$ cat config.mk
export PLATFORM = sky130hd
export DESIGN_NAME = dcache_mem_ctrl
export DESIGN_NICKNAME = d
export VERILOG_FILES = /design/src/rtl/dcache_mem_ctrl.sv
export SDC_FILE = /design/constraint.sdc
export NUM_CORES = 1
export LEC_CHECK = 0
export BUFFER_PORTS_ARGS = -buffer_cell sky130_fd_sc_hd__clkbuf_2
export CAP_MARGIN = 30
export CORE_UTILIZATION = 30
export DETAILED_ROUTE_END_ITERATION = 8
export PLACE_DENSITY = 0.56
export SLEW_MARGIN = 20
export SYNTH_ARGS = -nofsm -noshare
export SYNTH_HDL_FRONTEND = slang
export SYNTH_SLANG_ARGS = --single-unit
$ cat constraint.sdc
create_clock -name clk -period 10.7 [get_ports clk]
set_input_delay 2.14 -clock clk [delete_from_list [all_inputs] [get_ports clk]]
set_output_delay 2.14 -clock clk [all_outputs]
set_load 0.01 [all_outputs]
$ cat src/rtl/dcache_mem_ctrl.sv
// Memory-side controller for the direct-mapped data cache: serves MEM-stage loads/stores
// over the byte-wide RAM bus and refills the cache. Optional feature macro: DCACHE_IO_BYPASS_EN.
module dcache_mem_ctrl #(
  parameter int ADDR_W = 32
`ifdef DCACHE_IO_BYPASS_EN
  ,
  parameter logic [1:0] IO_HI = 2'b11
`endif
) (
  input  logic              clk,
  input  logic              rst,
  input  logic              rdy,
  input  logic              req_valid_i,
  input  logic              req_we_i,
  input  logic [1:0]        req_width_i,
  input  logic [ADDR_W-1:0] req_addr_i,
  input  logic [31:0]       req_wdata_i,
  output logic              req_ready_o,
  output logic              resp_valid_o,
  output logic [31:0]       resp_rdata_o,
  output logic [ADDR_W-1:0] lk_addr_o,
  input  logic              lk_hit_i,
  input  logic [31:0]       lk_data_i,
  output logic              fill_we_o,
  output logic [ADDR_W-1:0] fill_addr_o,
  output logic [31:0]       fill_data_o,
  output logic [ADDR_W-1:0] mem_a_o,
  output logic              mem_wr_o,
  output logic [7:0]        mem_dout_o,
  input  logic [7:0]        mem_din_i
);

  typedef enum logic [1:0] {IDLE, RD, WR, DONE} state_t;

  state_t            state_q, state_d;
  logic [2:0]        cnt_q, cnt_d;
  logic [ADDR_W-1:0] addr_q, addr_d;
  logic              we_q, we_d;
  logic [1:0]        width_q, width_d;
  logic [31:0]       wdata_q, wdata_d;
  logic              hit_q, hit_d;
  logic              io_q, io_d;
  logic [31:0]       ldata_q, ldata_d;
  logic [31:0]       buf_q, buf_d;

  logic              io_req;
  logic [ADDR_W-1:0] req_addr_eff;
  logic [2:0]        nbytes;
  logic [2:0]        rd_n;
  logic [2:0]        rd_off;
  logic [1:0]        lane;
  logic [ADDR_W-1:0] word_base;
  logic [ADDR_W-1:0] rd_base;
  logic [31:0]       wsh;
  logic [31:0]       merged;
  logic [31:0]       load_word;
  logic [31:0]       load_sh;
  logic [31:0]       load_data;
  logic [1:0]        ext_sh;
  logic              fill_en;

`ifdef DCACHE_IO_BYPASS_EN
  assign io_req = (req_addr_i[17:16] == IO_HI);
`else
  assign io_req = 1'b0;
`endif

  // Low address bits below the access size are ignored
  always_comb begin
    req_addr_eff = req_addr_i;
    if (req_width_i == 2'd1) begin
      req_addr_eff[0] = 1'b0;
    end else if (req_width_i[1]) begin
      req_addr_eff[1:0] = 2'b00;
    end
  end

  assign nbytes    = width_q[1] ? 3'd4 : (width_q[0] ? 3'd2 : 3'd1);
  assign rd_n      = io_q ? nbytes : 3'd4;
  assign word_base = {addr_q[ADDR_W-1:2], 2'b00};
  assign rd_base   = io_q ? addr_q : word_base;
  assign lane      = cnt_q[1:0] - 2'd1;
  assign wsh       = wdata_q << {addr_q[1:0], 3'b000};

  // Store merge: stored lanes come from the shifted write data, the rest from the cached word
  genvar gi;
  for (gi = 0; gi < 4; gi++) begin : g_lane
    logic sel;
    assign sel = width_q[1] |
                 (width_q[0] ? (addr_q[1] == 1'(gi / 2)) : (addr_q[1:0] == 2'(gi)));
    assign merged[8*gi +: 8] = sel ? wsh[8*gi +: 8] : ldata_q[8*gi +: 8];
  end

  // Uncached reads are already right-aligned in the assembly buffer
  assign load_word = hit_q ? ldata_q : buf_q;
  assign ext_sh    = io_q ? 2'b00 : addr_q[1:0];
  assign load_sh   = load_word >> {ext_sh, 3'b000};
  assign load_data = width_q[1] ? load_sh :
                     (width_q[0] ? {16'h0000, load_sh[15:0]} : {24'h000000, load_sh[7:0]});
  assign fill_en   = ~io_q & (we_q ? (hit_q | width_q[1]) : ~hit_q);

  always_comb begin
    state_d = state_q;
    cnt_d   = cnt_q;
    addr_d  = addr_q;
    we_d    = we_q;
    width_d = width_q;
    wdata_d = wdata_q;
    hit_d   = hit_q;
    io_d    = io_q;
    ldata_d = ldata_q;
    buf_d   = buf_q;
    case (state_q)
      IDLE: begin
        if (req_valid_i) begin
          addr_d  = req_addr_eff;
          we_d    = req_we_i;
          width_d = req_width_i;
          wdata_d = req_wdata_i;
          hit_d   = lk_hit_i & ~io_req;
          io_d    = io_req;
          ldata_d = lk_data_i;
          buf_d   = 32'h0;
          cnt_d   = 3'd0;
          if (req_we_i) begin
            state_d = WR;
          end else if (lk_hit_i & ~io_req) begin
            state_d = DONE;
          end else begin
            state_d = RD;
          end
        end
      end
      RD: begin
        // Byte issued in RD cycle k arrives in RD cycle k+1
        if (cnt_q != 3'd0) begin
          buf_d[{lane, 3'b000} +: 8] = mem_din_i;
        end
        if (cnt_q == rd_n) begin
          state_d = DONE;
          cnt_d   = 3'd0;
        end else begin
          cnt_d = cnt_q + 3'd1;
        end
      end
      WR: begin
        if (cnt_q == nbytes - 3'd1) begin
          state_d = DONE;
          cnt_d   = 3'd0;
        end else begin
          cnt_d = cnt_q + 3'd1;
        end
      end
      default: state_d = IDLE;
    endcase
  end

  always_ff @(posedge clk) begin
    if (rst) begin
      state_q <= IDLE;
      cnt_q   <= 3'd0;
      addr_q  <= '0;
      we_q    <= 1'b0;
      width_q <= 2'd0;
      wdata_q <= 32'h0;
      hit_q   <= 1'b0;
      io_q    <= 1'b0;
      ldata_q <= 32'h0;
      buf_q   <= 32'h0;
    end else if (rdy) begin
      state_q <= state_d;
      cnt_q   <= cnt_d;
      addr_q  <= addr_d;
      we_q    <= we_d;
      width_q <= width_d;
      wdata_q <= wdata_d;
      hit_q   <= hit_d;
      io_q    <= io_d;
      ldata_q <= ldata_d;
      buf_q   <= buf_d;
    end
  end

  // While paused in RD, present the byte still to be captured so its data is ready on resume
  assign rd_off = rdy ? cnt_q : ((cnt_q == 3'd0) ? 3'd0 : cnt_q - 3'd1);

  always_comb begin
    req_ready_o  = 1'b0;
    resp_valid_o = 1'b0;
    resp_rdata_o = 32'h0;
    lk_addr_o    = '0;
    fill_we_o    = 1'b0;
    fill_addr_o  = '0;
    fill_data_o  = 32'h0;
    mem_a_o      = '0;
    mem_wr_o     = 1'b0;
    mem_dout_o   = 8'h00;
    if (!rst) begin
      lk_addr_o = {req_addr_i[ADDR_W-1:2], 2'b00};
      case (state_q)
        IDLE: req_ready_o = rdy;
        RD:   mem_a_o = rd_base + {{(ADDR_W-3){1'b0}}, rd_off};
        WR: begin
          mem_a_o    = addr_q + {{(ADDR_W-3){1'b0}}, cnt_q};
          mem_wr_o   = rdy;
          mem_dout_o = wdata_q[{cnt_q[1:0], 3'b000} +: 8];
        end
        default: begin
          resp_valid_o = rdy;
          resp_rdata_o = we_q ? 32'h0 : load_data;
          if (fill_en) begin
            fill_we_o   = rdy;
            fill_addr_o = word_base;
            fill_data_o = we_q ? merged : buf_q;
          end
        end
      endcase
    end
  end

endmodule
Word level (Yosys, flattened, before mapping)
Cells that the tools add are included.

operators by class
  add/sub/neg operators = 7
  eq/ne operators = 12
  shift operators = 5
  mux-type cells = 57
  bitwise logic cells = 7
  reduce and logical (&&, ||, !) cells = 11

operators with widths
  kind                                                  number
  two-way mux 32 bit                                    16
  one-hot mux 32 bit (2 select lines)                   2
  adder 32 x 3 -> 32 bit                                2
  two-way mux 8 bit                                     6
  bitwise mux 32 bit                                    1
  variable shift 8 x 7 -> 32 bit, first input constant  1
  variable part select 32 x 6 -> 8 bit                  1
  variable part select 8 x 7 -> 32 bit                  1
  << shifter 32 x 5 -> 32 bit                           1
  >> shifter 32 x 5 -> 32 bit                           1
  two-way mux 3 bit                                     6
  two-way mux 1 bit                                     16
  two-way mux 16 bit                                    1
  two-way mux 2 bit                                     7
  one-hot mux 3 bit (3 select lines)                    1
  != test 2 bit, second input constant                  4
  AND reduction 4 bit                                   2
  negation 5 -> 7 bit                                   1
  equality test 2 x 1 -> 1 bit, second input constant   3
  equality test 2 bit, second input constant            3
  one-hot mux 2 bit (3 select lines)                    1
  AND reduction 3 bit                                   2
  nonzero test 3 bit                                    2
  subtractor 3 x 1 -> 3 bit, second input constant      2
  10 further kinds                                      16

storage, ports and cells
  bits in registers = 137
  input bits = 112
  output and inout port bits = 172
  word-level logic and storage cells = 108

Logic depth before layout (Yosys ltp)
  depth in word-level cells = 8
  gate-level depth with buffers = 13
  gate-level depth less buffers = 12

Worst setup path before layout
No wires, ideal clock.

  path type = input -> output
  start point = in rdy
  end point = out mem_a_o[30]
  data arrival time = 4.515 ns
  required time = 8.560 ns
  path slack = 4.045 ns
  stages on the path = 10
  path buffers = 1
  cell sequence = clkbuf_1 > nor2_1 > mux2_2 > ha_1 > ha_1 > nand3_1 > or3_4 > or4_4 > o22a_1 > a21oi_1

on the way
  cells in the longest elaborated chain, start to end = 4

ends and longest elaborated chain
  what                                 RTL line  source
  start: declaration                   12        input logic rdy,
  two-way mux 3 bit                    185       assign rd_off = rdy ? cnt_q : ((cnt_q == 3'd0) ? 3'd0 : cnt_q - 3'd1);
  adder 32 x 3 -> 32 bit               202       RD: mem_a_o = rd_base + {{(ADDR_W-3){1'b0}}, rd_off};
  one-hot mux 32 bit (2 select lines)  200       case (state_q)
  two-way mux 32 bit                   198       if (!rst) begin
  end: declaration                     27        output logic [ADDR_W-1:0] mem_a_o,

No other way between the ends.

Worst setup path after layout
Ends and elaborated chain as after synthesis.

==> reports/metrics.yaml <==
combinational_family_with_the_most_area_after_synthesis: "simple AND/OR/NAND/NOR gates"
routed_wl_mm: 39.6
hold_ws_ps: 476
cts_setup_buffers: 0
max_slew.worst_pin.slew_ps: 962
postSynthCellCount: 1308
final_layout_size_suffix_gt1_share_pct: 25.6
drt-initial-drc-count: 965
layout_worst_path_cycle_share_pct: 66.5
grt_setup_unrepaired: "no"
post_drt_via_cell_ratio: 5.59
synth_adder_area_share_pct: 2.17
path_clk_slew_ps: 60
dieArea_um2: 32600
fin_area_um2: 11800
type_of_destination_of_the_critical_path: "primary output"
core_area_um2: 31500
gr-total-overflow: 0
cts_sinks: 137
drc: 0
post_synth_instance_area_um2: 9570
slew_violations: 0
first_global_vias: 10156
drt.antenna.violating_nets: 0
setup.worst_path.class: "input pin to primary output"
cts_max_level: 4
standard_cell_row_count: 65
worst-endpoint-arrival_ps: 4980
run_status: "finished, final reports clean"
max_cap_violations: 0
io_buffers: 279
final_period_minus_worst_setup_slack_ps: 7120
detail_route.wl_per_cell_um: 20.5
worstPathRequired_ps: 8560
floorplan.die.height_um: 181
ctsResizeCount: 0
gp_congestion: 0.962
timing.critical_path.from_type: "input pin"
initial_utilization_pct: 30.4
max_freq_mhz: 141
tritoncts: "built"
timing.hold.worst.class: "flop to flop"
flow.area_growth_from_synthesis_pct: 23.3
synthArstFlopShare_pct: 0
synth.yosys.warnings: 0
clock_tree.root_cell: "clkbuf_16"
tns_ps: 0
tritoncts.num_buffers: 17
timing.clock.skew_ps: 13.0
fraction_of_the_mapped_netlist_area_in_compound_gates_pct: 24.9
yosys_register_bits: 137
worst_skew_pair.late_latency_ps: 430
power.density_cell_area_nw_per_um2: 129
synth_ff_type: "dfxtp_1"
die_width_um: 181
placement.cell_area_um2: 11200
dr_total_vias: 10781
grt_start_max_net_pins: 94
yosys.cell_types.count: 70
dp_hpwl_mm: 29.6
synth-seq-area-share_pct: 28.6
gr-usage-all-layers_pct: 23.7
max-slew-margin-rel_pct: 35.9
worst_vdd_ir_uv: 108
drt_pre_antenna_iters: 6
synth-xor-area-share_pct: 0.0915
grt_pass1_wl_mm: 60.0
post_synth_and_or_nand_nor_area_fraction_pct: 28.3
top_level_ports: 284
ctsHoldBuffers: 0
leakagePower_nw: 4.45
synth_enable_flop_cells: 0
num-nets-final: 1640
antenna_cells_inserted: 0
antenna_found_initial: 0
final-setup-viol-count: 0
report.final.hold_viol_count: 0
post_synth_mux_area_share_pct: 9.96
synth.avg_cell_area_um2: 7.32
critical_path.max_fanout: 12
cts_max_path_buffers: 2
cells by family (layout without fill, tap and decap cells):
| logic type | Yosys count | after routing |
|---|---|---|
| and+or+nand+nor | 578 | 578 |
| muxes | 63 | 63 |
| AOI/OAI and AO/OA | 378 | 378 |
| xor gates and xnor gates | 1 | 1 |
| adders and majority gates | 16 | 16 |
| DFF | 137 | 137 |
| other | 1 | 4 |
| buffers and inverters | 134 | 348 |
synthesized netlist by cell type, types with 7 or more instances:
cell type / instances / area (µm²)
o21a_1: 7 / 52.6
buf_1: 8 / 30.0
mux2_2: 18 / 203
buf_4: 7 / 52.6
nand4_1: 19 / 119
o21ai_0: 30 / 150
a31oi_1: 11 / 68.8
ha_1: 15 / 188
clkbuf_1: 80 / 300
nor2b_1: 66 / 413
nor3_1: 9 / 45.0
mux2i_1: 21 / 210
dfxtp_1: 137 / 2740
a21oi_1: 160 / 801
nand2b_1: 20 / 125
nand3_1: 24 / 120
buf_2: 18 / 90.1
inv_1: 17 / 63.8
mux4_2: 24 / 541
a211oi_1: 45 / 338
o211ai_1: 19 / 143
and3_1: 33 / 206
nor2_1: 122 / 458
nand2_1: 251 / 942
a22oi_1: 53 / 398
report_power, final:
| group | switching (mW) | total, mW | internal [mW] |
|---|---|---|---|
| logic | 0.196 | 0.299 | 0.103 |
| clock network | 0.273 | 0.627 | 0.354 |
| registers | 0.0516 | 0.591 | 0.539 |
path summary, 6_finish.rpt:
path | endpoint | depth (start not counted) | startpoint | slack, ps
worst max-delay path | mem_a_o[30] | 11 | rdy | 3580
worst min register to register | wdata_q[30] | 2 | wdata_q[30] | 480
worst max register to register | buf_q[19] | 7 | cnt_q[1] | 7810
worst min-delay path | wdata_q[30] | 2 | wdata_q[30] | 480
layer usage:
| metal | vias up | wire length [µm] | global-route usage [%] |
|---|---|---|---|
| met4 | 0 | 1360 | 9.30 |
| li1 | 5096 | - | - |
| met3 | 84 | 2500 | 3.44 |
| met5 | - | 0 | 0 |
| met1 | 5131 | 17700 | 32.6 |
| met2 | 470 | 18000 | 37.2 |
critical path: stages:
cell and delay, ps:
clkbuf_2 270, nor2_1 90, mux2_2 230, ha_1 290, ha_1 200, nand3_1 220, or3_4 420, or4_4 530
o22a_1 200, a21oi_1 210, clkbuf_2 170
sequential cells by signal, indices dropped and copies added (netlist names):
| register | count |
|---|---|
| cnt_q | 3 |
| we_q | 1 |
| wdata_q | 32 |
| hit_q | 1 |
| ldata_q | 32 |
| addr_q | 32 |
| width_q | 2 |
| state_q | 2 |
| buf_q | 32 |
layout make-up:
cell class	count	area [µm²]
clock buffers	17	425
clock inverters	15	184
fillers	3364	19700
inverters	18	67.6
multi-input cells	1040	6300
flip-flops and latches	137	2750
well taps	402	503
repair buffers	298	1570
layout by cell type, fill, tap and decap left out, types with 30 or more instances in the layout:
cell,instances
dfxtp_1,135
and3_1,32
nor2_1,122
clkbuf_2,278
a22oi_1,53
o21ai_0,30
a21oi_1,160
a211oi_1,45
nand2_1,251
nor2b_1,65
through the flow:
| step | util, % | power, mW | setup slack (ps) | cells |
|---|---|---|---|---|
| after floorplan | - | 0.782 | 4040 | 1311 |
| after global placement | 35.3 | 0.891 | 3630 | 1888 |
| after detailed placement | 35.4 | 0.898 | 3630 | 1892 |
| after CTS | 37.4 | 1.52 | 3620 | 1924 |
| after global routing | 37.5 | 1.59 | 3450 | 1927 |
| final | 37.5 | 1.52 | 3580 | 1927 |
Power figures use the tool's default switching activity.
